$ cat src/rtl/hist_input_arbiter.sv
// hist_input_arbiter
// Front-end for the histogramming core. Two sample sources share the core's
// single write port under round-robin arbitration, and the block steps the
// core through frames: accept FRAME_LEN samples, stop writing, watch the bin
// readout stream until its last bin, then re-arm (or go idle).
module hist_input_arbiter #(
    parameter int DATA_W    = 16,
    parameter int FRAME_LEN = 256,
    parameter int CNT_W     = 16,
    parameter int BIN_W     = 9
) (
    input  logic              clk,
    input  logic              rst_n,
    input  logic              enable,
    input  logic              req0_valid,
    input  logic [DATA_W-1:0] req0_data,
    output logic              req0_ready,
    input  logic              req1_valid,
    input  logic [DATA_W-1:0] req1_data,
    output logic              req1_ready,
    input  logic              hist_ready,
    output logic              hist_write_en,
    output logic [DATA_W-1:0] hist_data,
    input  logic              hist_valid_out,
    input  logic              hist_last_bin,
    output logic              frame_active,
    output logic              frame_done,
    output logic [CNT_W-1:0]  src0_count,
    output logic [CNT_W-1:0]  src1_count,
    output logic [BIN_W-1:0]  bins_seen,
    output logic              proto_err
);

    typedef enum logic [1:0] {
        ST_IDLE    = 2'd0,
        ST_ACCEPT  = 2'd1,
        ST_DRAIN   = 2'd2,
        ST_READOUT = 2'd3
    } state_t;

    localparam logic [CNT_W-1:0] FRAME_LEN_C = CNT_W'(FRAME_LEN);
    localparam logic [CNT_W-1:0] CNT_ONE     = CNT_W'(1);
    localparam logic [CNT_W-1:0] CNT_MAX     = {CNT_W{1'b1}};
    localparam logic [BIN_W-1:0] BIN_ONE     = BIN_W'(1);
    localparam logic [BIN_W-1:0] BIN_MAX     = {BIN_W{1'b1}};

    state_t             state_q, state_d;
    logic               last_grant_q, last_grant_d;
    logic [CNT_W-1:0]   sample_cnt_q, sample_cnt_d;
    logic [CNT_W-1:0]   src0_cnt_q, src0_cnt_d;
    logic [CNT_W-1:0]   src1_cnt_q, src1_cnt_d;
    logic [BIN_W-1:0]   bins_q, bins_d;
    logic               write_en_q, write_en_d;
    logic [DATA_W-1:0]  data_q, data_d;
    logic               done_q, done_d;
    logic               perr_q, perr_d;

    logic               grant0;
    logic               grant1;
    logic               grant_any;
    logic [CNT_W-1:0]   sample_cnt_inc;
    logic [CNT_W-1:0]   src0_cnt_sat;
    logic [CNT_W-1:0]   src1_cnt_sat;
    logic [BIN_W-1:0]   bins_sat;

    // Round-robin grant: a tie goes to the source that did not win last time.
    always_comb begin
        grant0 = 1'b0;
        grant1 = 1'b0;
        if (state_q == ST_ACCEPT && hist_ready) begin
            if (req0_valid && req1_valid) begin
                grant0 = last_grant_q;
                grant1 = ~last_grant_q;
            end else begin
                grant0 = req0_valid;
                grant1 = req1_valid;
            end
        end
        grant_any = grant0 | grant1;
    end

    // Saturating / plain increments used by the next-state logic.
    always_comb begin
        sample_cnt_inc = sample_cnt_q + CNT_ONE;
        src0_cnt_sat   = (src0_cnt_q == CNT_MAX) ? src0_cnt_q : src0_cnt_q + CNT_ONE;
        src1_cnt_sat   = (src1_cnt_q == CNT_MAX) ? src1_cnt_q : src1_cnt_q + CNT_ONE;
        bins_sat       = (bins_q == BIN_MAX) ? bins_q : bins_q + BIN_ONE;
    end

    // Frame sequencing, counters, write path and error flag.
    always_comb begin
        state_d      = state_q;
        last_grant_d = last_grant_q;
        sample_cnt_d = sample_cnt_q;
        src0_cnt_d   = src0_cnt_q;
        src1_cnt_d   = src1_cnt_q;
        bins_d       = bins_q;
        perr_d       = perr_q;
        done_d       = 1'b0;

        // Write strobe follows the grant by one cycle; data holds otherwise.
        write_en_d = grant_any;
        if (grant0) begin
            data_d = req0_data;
        end else if (grant1) begin
            data_d = req1_data;
        end else begin
            data_d = data_q;
        end

        case (state_q)
            ST_IDLE: begin
                if (hist_valid_out) begin
                    perr_d = 1'b1;
                end
                if (enable) begin
                    state_d      = ST_ACCEPT;
                    sample_cnt_d = '0;
                    src0_cnt_d   = '0;
                    src1_cnt_d   = '0;
                    bins_d       = '0;
                end
            end

            ST_ACCEPT: begin
                // Readout activity while samples are still going in is illegal.
                if (hist_valid_out) begin
                    perr_d = 1'b1;
                end
                if (grant_any) begin
                    sample_cnt_d = sample_cnt_inc;
                    last_grant_d = grant1;
                    if (grant0) begin
                        src0_cnt_d = src0_cnt_sat;
                    end
                    if (grant1) begin
                        src1_cnt_d = src1_cnt_sat;
                    end
                    if (sample_cnt_inc == FRAME_LEN_C) begin
                        state_d = ST_DRAIN;
                    end
                end
            end

            ST_DRAIN: begin
                // The first bin of the readout is counted here as well.
                if (hist_valid_out) begin
                    bins_d = bins_sat;
                    if (hist_last_bin) begin
                        done_d = 1'b1;
                        if (enable) begin
                            state_d      = ST_ACCEPT;
                            sample_cnt_d = '0;
                            src0_cnt_d   = '0;
                            src1_cnt_d   = '0;
                            bins_d       = '0;
                        end else begin
                            state_d = ST_IDLE;
                        end
                    end else begin
                        state_d = ST_READOUT;
                    end
                end
            end

            ST_READOUT: begin
                if (hist_valid_out) begin
                    bins_d = bins_sat;
                    if (hist_last_bin) begin
                        done_d = 1'b1;
                        if (enable) begin
                            state_d      = ST_ACCEPT;
                            sample_cnt_d = '0;
                            src0_cnt_d   = '0;
                            src1_cnt_d   = '0;
                            bins_d       = '0;
                        end else begin
                            state_d = ST_IDLE;
                        end
                    end
                end
            end

            default: begin
                state_d = ST_IDLE;
            end
        endcase
    end

    // State and datapath registers; reset aborts any frame immediately.
    always_ff @(posedge clk or negedge rst_n) begin
        if (!rst_n) begin
            state_q      <= ST_IDLE;
            last_grant_q <= 1'b1;
            sample_cnt_q <= '0;
            src0_cnt_q   <= '0;
            src1_cnt_q   <= '0;
            bins_q       <= '0;
            write_en_q   <= 1'b0;
            data_q       <= '0;
            done_q       <= 1'b0;
            perr_q       <= 1'b0;
        end else begin
            state_q      <= state_d;
            last_grant_q <= last_grant_d;
            sample_cnt_q <= sample_cnt_d;
            src0_cnt_q   <= src0_cnt_d;
            src1_cnt_q   <= src1_cnt_d;
            bins_q       <= bins_d;
            write_en_q   <= write_en_d;
            data_q       <= data_d;
            done_q       <= done_d;
            perr_q       <= perr_d;
        end
    end

    // Output mapping.
    always_comb begin
        req0_ready    = grant0;
        req1_ready    = grant1;
        hist_write_en = write_en_q;
        hist_data     = data_q;
        frame_active  = (state_q != ST_IDLE);
        frame_done    = done_q;
        src0_count    = src0_cnt_q;
        src1_count    = src1_cnt_q;
        bins_seen     = bins_q;
        proto_err     = perr_q;
    end

endmodule

$ cat config.mk
export PLATFORM = sky130hd
export DESIGN_NAME = hist_input_arbiter
export DESIGN_NICKNAME = d
export VERILOG_FILES = /design/src/rtl/hist_input_arbiter.sv
export SDC_FILE = /design/constraint.sdc
export NUM_CORES = 1
export LEC_CHECK = 0
export BUFFER_PORTS_ARGS = -buffer_cell sky130_fd_sc_hd__buf_2
export CORE_MARGIN = 4
export CORE_UTILIZATION = 54
export CTS_CLUSTER_DIAMETER = 120
export DETAILED_ROUTE_END_ITERATION = 10
export PLACE_DENSITY = 0.89
export SLEW_MARGIN = 0
export SYNTH_ARGS = -nofsm -noshare
export SYNTH_HDL_FRONTEND = slang
export SYNTH_SLANG_ARGS = --single-unit
$ cat constraint.sdc
create_clock -name clk -period 3 [get_ports clk]
set_clock_uncertainty 0.2 [all_clocks]
set_input_delay 0.9 -clock clk [delete_from_list [all_inputs] [get_ports clk]]
set_output_delay 0.9 -clock clk [all_outputs]
set_load 0.005 [all_outputs]
==> flow_metrics.env <==
export IMPL_worst_pin_slew_ns=0.560
export IMPL_total_power_mw=2.87
export IMPL_crit_chain="buf_2, a21bo_1, or2_1, clkinv_1, buf_2"
export IMPL_comb_power_share_pct=19.3
export IMPL_cts_resized=0
export IMPL_grt_usage_pct=24.2
export IMPL_synth_edf_count=0
export IMPL_regToRegSetupSlack_ns=0.32
export IMPL_layout_drive_gt1_share_pct=24.6
export IMPL_diodes=0
export IMPL_overflow=0
export IMPL_grt_max_degree=39
export IMPL_ant_nets=0
export IMPL_maxSlewHeadroom_pct=62.3
export IMPL_critPathKind="in -> out"
export IMPL_drt_iter0_markers=212
export IMPL_async_reset_ff_share_pct=100
export IMPL_r2r_start="sample_cnt_q[0]"
export IMPL_gp_congestion=0.869
export IMPL_first_global_vias=3793
export IMPL_setup_viol=0
export IMPL_yosysSeqAreaShare_pct=47.5
export IMPL_cts_sink_count=79
export IMPL_ys_flop_type="dfrtp_1"
export IMPL_crit_path_start="req1_valid"
export IMPL_ys_types=52
export IMPL_setup_tns_final_ns=0
export IMPL_p_clk_share_pct=31.8
export IMPL_fin_nets=613
export IMPL_worst_path_buf_inv=3
export IMPL_route_detailed_drc=0
export IMPL_period_share_pct=91.7
export IMPL_start_util_pct=56.5
export IMPL_critPathLaunchType="input port"
export IMPL_cts_root_buffer="clkbuf_8"
export IMPL_area_delta_synth_final_pct=20.9
export IMPL_p_per_area_nw_per_um2=570
export IMPL_dp_hpwl_microns=7390
export IMPL_cts_made_buffers=9
export IMPL_synth_area_sq_um=4160
export IMPL_seq_power_share_pct=48.8
export IMPL_die_y_microns=95.8
export IMPL_instances_no_fill=672
export IMPL_clock_latency_ns=0.36
export IMPL_grt_antenna_before_repair=0
export IMPL_reg2reg_to="state_q[0]"
export IMPL_cts_hold_buf=0
export IMPL_slew_viol_final=0
export IMPL_cap_viol_max_count=0
export IMPL_clockBufferDepth=2
export IMPL_place_inst=656
export IMPL_htreeDepth=3
export IMPL_layout_commonest_cell="buf_2"
export IMPL_intPower_mw=1.99
export IMPL_leakagePower_nw=2.47
export IMPL_cpPeakStageDelay_ns=0.23
export IMPL_switchingPower_mw=0.878
export IMPL_status="completed"
export IMPL_rows=31
export IMPL_clkTransAtPathRegs_ns=0.08
export IMPL_period_minus_slack_ns=2.75
export IMPL_syn_inst=465
export IMPL_via_count=3861
export IMPL_multi_input_area_sq_um=2050
export IMPL_num_io_pins=103
export IMPL_grt_pass1_wl_microns=17400
export IMPL_worst_path_max_delay_cell="or2_1"
export IMPL_nFillCells=574
export IMPL_vias_per_cell=5.75
export IMPL_hold_violations=0
export IMPL_worstPathRequired_ns=1.90
export IMPL_rsz0062_at_grt="no"
export IMPL_path_common_cell="buf_2"
export IMPL_yosysWarnings=0
export IMPL_cts_tree="yes"
export IMPL_layout_common_cells="buf_2 (101), dfrtp_1 (78), nor2_1 (70)"
export IMPL_r2r_cells=6
export IMPL_timing_hold_ws_ns=0.273
export IMPL_die_w_microns=95.8
export IMPL_arrival_ns=1.65
export IMPL_ys_seq_elements=79
export IMPL_hold_path_class="reg -> reg"
export IMPL_postCtsSetupBuffers=0
export IMPL_wirelength_microns=10400
export IMPL_vdd_drop_max_mv=0.354
export IMPL_regArea_sq_um=1980
export IMPL_core_area_sq_um=7370
export IMPL_port_buffers=102
export IMPL_wl_per_cell_microns=15.5
export IMPL_cp_max_fo=3
export IMPL_die_area_sq_um=9180
export IMPL_crit_family="buffers and inverters"
export IMPL_synth_fp_nets=510
export IMPL_worstSetupPathDepth=5
export IMPL_swShare_pct=30.6
export IMPL_setup_worst_path_end="req1_ready"
export IMPL_crit_path_end_kind="primary output"
export IMPL_dr_pass1_iters=4
export IMPL_postSynthAreaPerCell_sq_um=8.95
export IMPL_max_freq_ghz=0.363
power groups by stage:
stage                     clock network [mW]  registers, mW  logic [mW]
final                                  0.913           1.40       0.555
after global routing                   0.969           1.43       0.636
after CTS                              0.921           1.40       0.564
after detailed placement                   0           1.41       0.559
after global placement                     0           1.41       0.537
after floorplan                            0           1.40       0.283
synthesized netlist by cell type, types with 2 or more instances:
cell type  instances  area [sq um]
dfrtp_1           78          1950
nor2_1            70           263
nand2_1           65           244
o21ai_0           39           195
xor2_1            27           236
nand3_1           25           125
a31oi_1           18           113
nand4_1           17           106
a21oi_1           13          65.1
buf_2             11          55.1
inv_1              9          33.8
clkbuf_1           8          30.0
and3_1             7          43.8
ha_1               5          62.6
nor2b_1            5          31.3
nor4_1             5          31.3
o31ai_1            5          37.5
xnor2_1            5          43.8
and4_1             4          35.0
nand2b_1           4          25.0
nor3_1             4          20.0
mux2i_1            3          30.0
a21o_1             2          15.0
a41o_1             2          20.0
and2_1             2          12.5
buf_1              2          7.51
nor3_4             2          32.5
o21ai_1            2          10.0
or2_1              2          12.5
or3_1              2          12.5
sequential cells by signal, summed over array words and instances, names as in the netlist:
signal         cells
sample_cnt_q      16
src1_count        16
state_q            2
hist_write_en      1
hist_data         16
src0_count        16
proto_err          1
bins_seen          9
last_grant_q       1
frame_done         1
through the flow:
stage          worst slack [ns]  utilization (%)  cell area [sq um]
2_1_floorplan             0.119                -               4160
3_3_place_gp              0.270             65.2               4800
3_5_place_dp              0.198             65.2               4800
4_1_cts                   0.252             68.3               5030
5_1_grt                   0.120             68.3               5030
6_report                  0.248             68.3               5030
worst reg2reg max path, cell delays in order, from the launching register on:
cell and delay (ns):
dfrtp_1 0.47, ha_1 0.29, nand3_1 0.30, nor4_2 0.47, xor2_1 0.14, nor4_1 0.46
a41oi_1 0.19
area by class of cell:
| cell class | instances | share of cell area (%) |
|---|---|---|
| multi-input combinational | 355 | 40.8 |
| clock inverter | 6 | 1.82 |
| sequential | 79 | 39.3 |
| timing repair buffer | 113 | 12.1 |
| tap | 99 | 2.46 |
| clock buffer | 10 | 2.74 |
| inverter | 10 | 0.746 |
cell families (layout without fill, tap and decap cells):
kind of cell / after synthesis / count (layout) / synth area share, %
xor+xnor: 32 / 32 / 6.73
flops: 79 / 79 / 47.5
compound gates: 91 / 91 / 13.6
simple gates: 223 / 223 / 26.5
buf+inv: 31 / 139 / 3.13
fa+ha+maj: 5 / 5 / 1.50
mux: 4 / 4 / 0.992
worst min path at each step:
| stage | from | to | slack [ns] | cells after the start |
|---|---|---|---|---|
| floorplan | last_grant_q | last_grant_q | 0.24 | 2 |
| global placement | last_grant_q | last_grant_q | 0.26 | 2 |
| detailed placement | last_grant_q | last_grant_q | 0.26 | 2 |
| CTS | last_grant_q | last_grant_q | 0.27 | 2 |
| global route | last_grant_q | last_grant_q | 0.30 | 2 |
| finish | last_grant_q | last_grant_q | 0.27 | 2 |
metal layers:
metal | GRT usage (%) | part of all wire, % | vias to the layer above
met5 | 0 | 0 | -
met4 | 9.83 | 1.4 | 0
met3 | 4.77 | 6.1 | 12
met2 | 41.3 | 51 | 133
met1 | 29.9 | 41 | 1883
li1 | - | - | 1833
No activity file was read; power rests on OpenSTA's default activity.
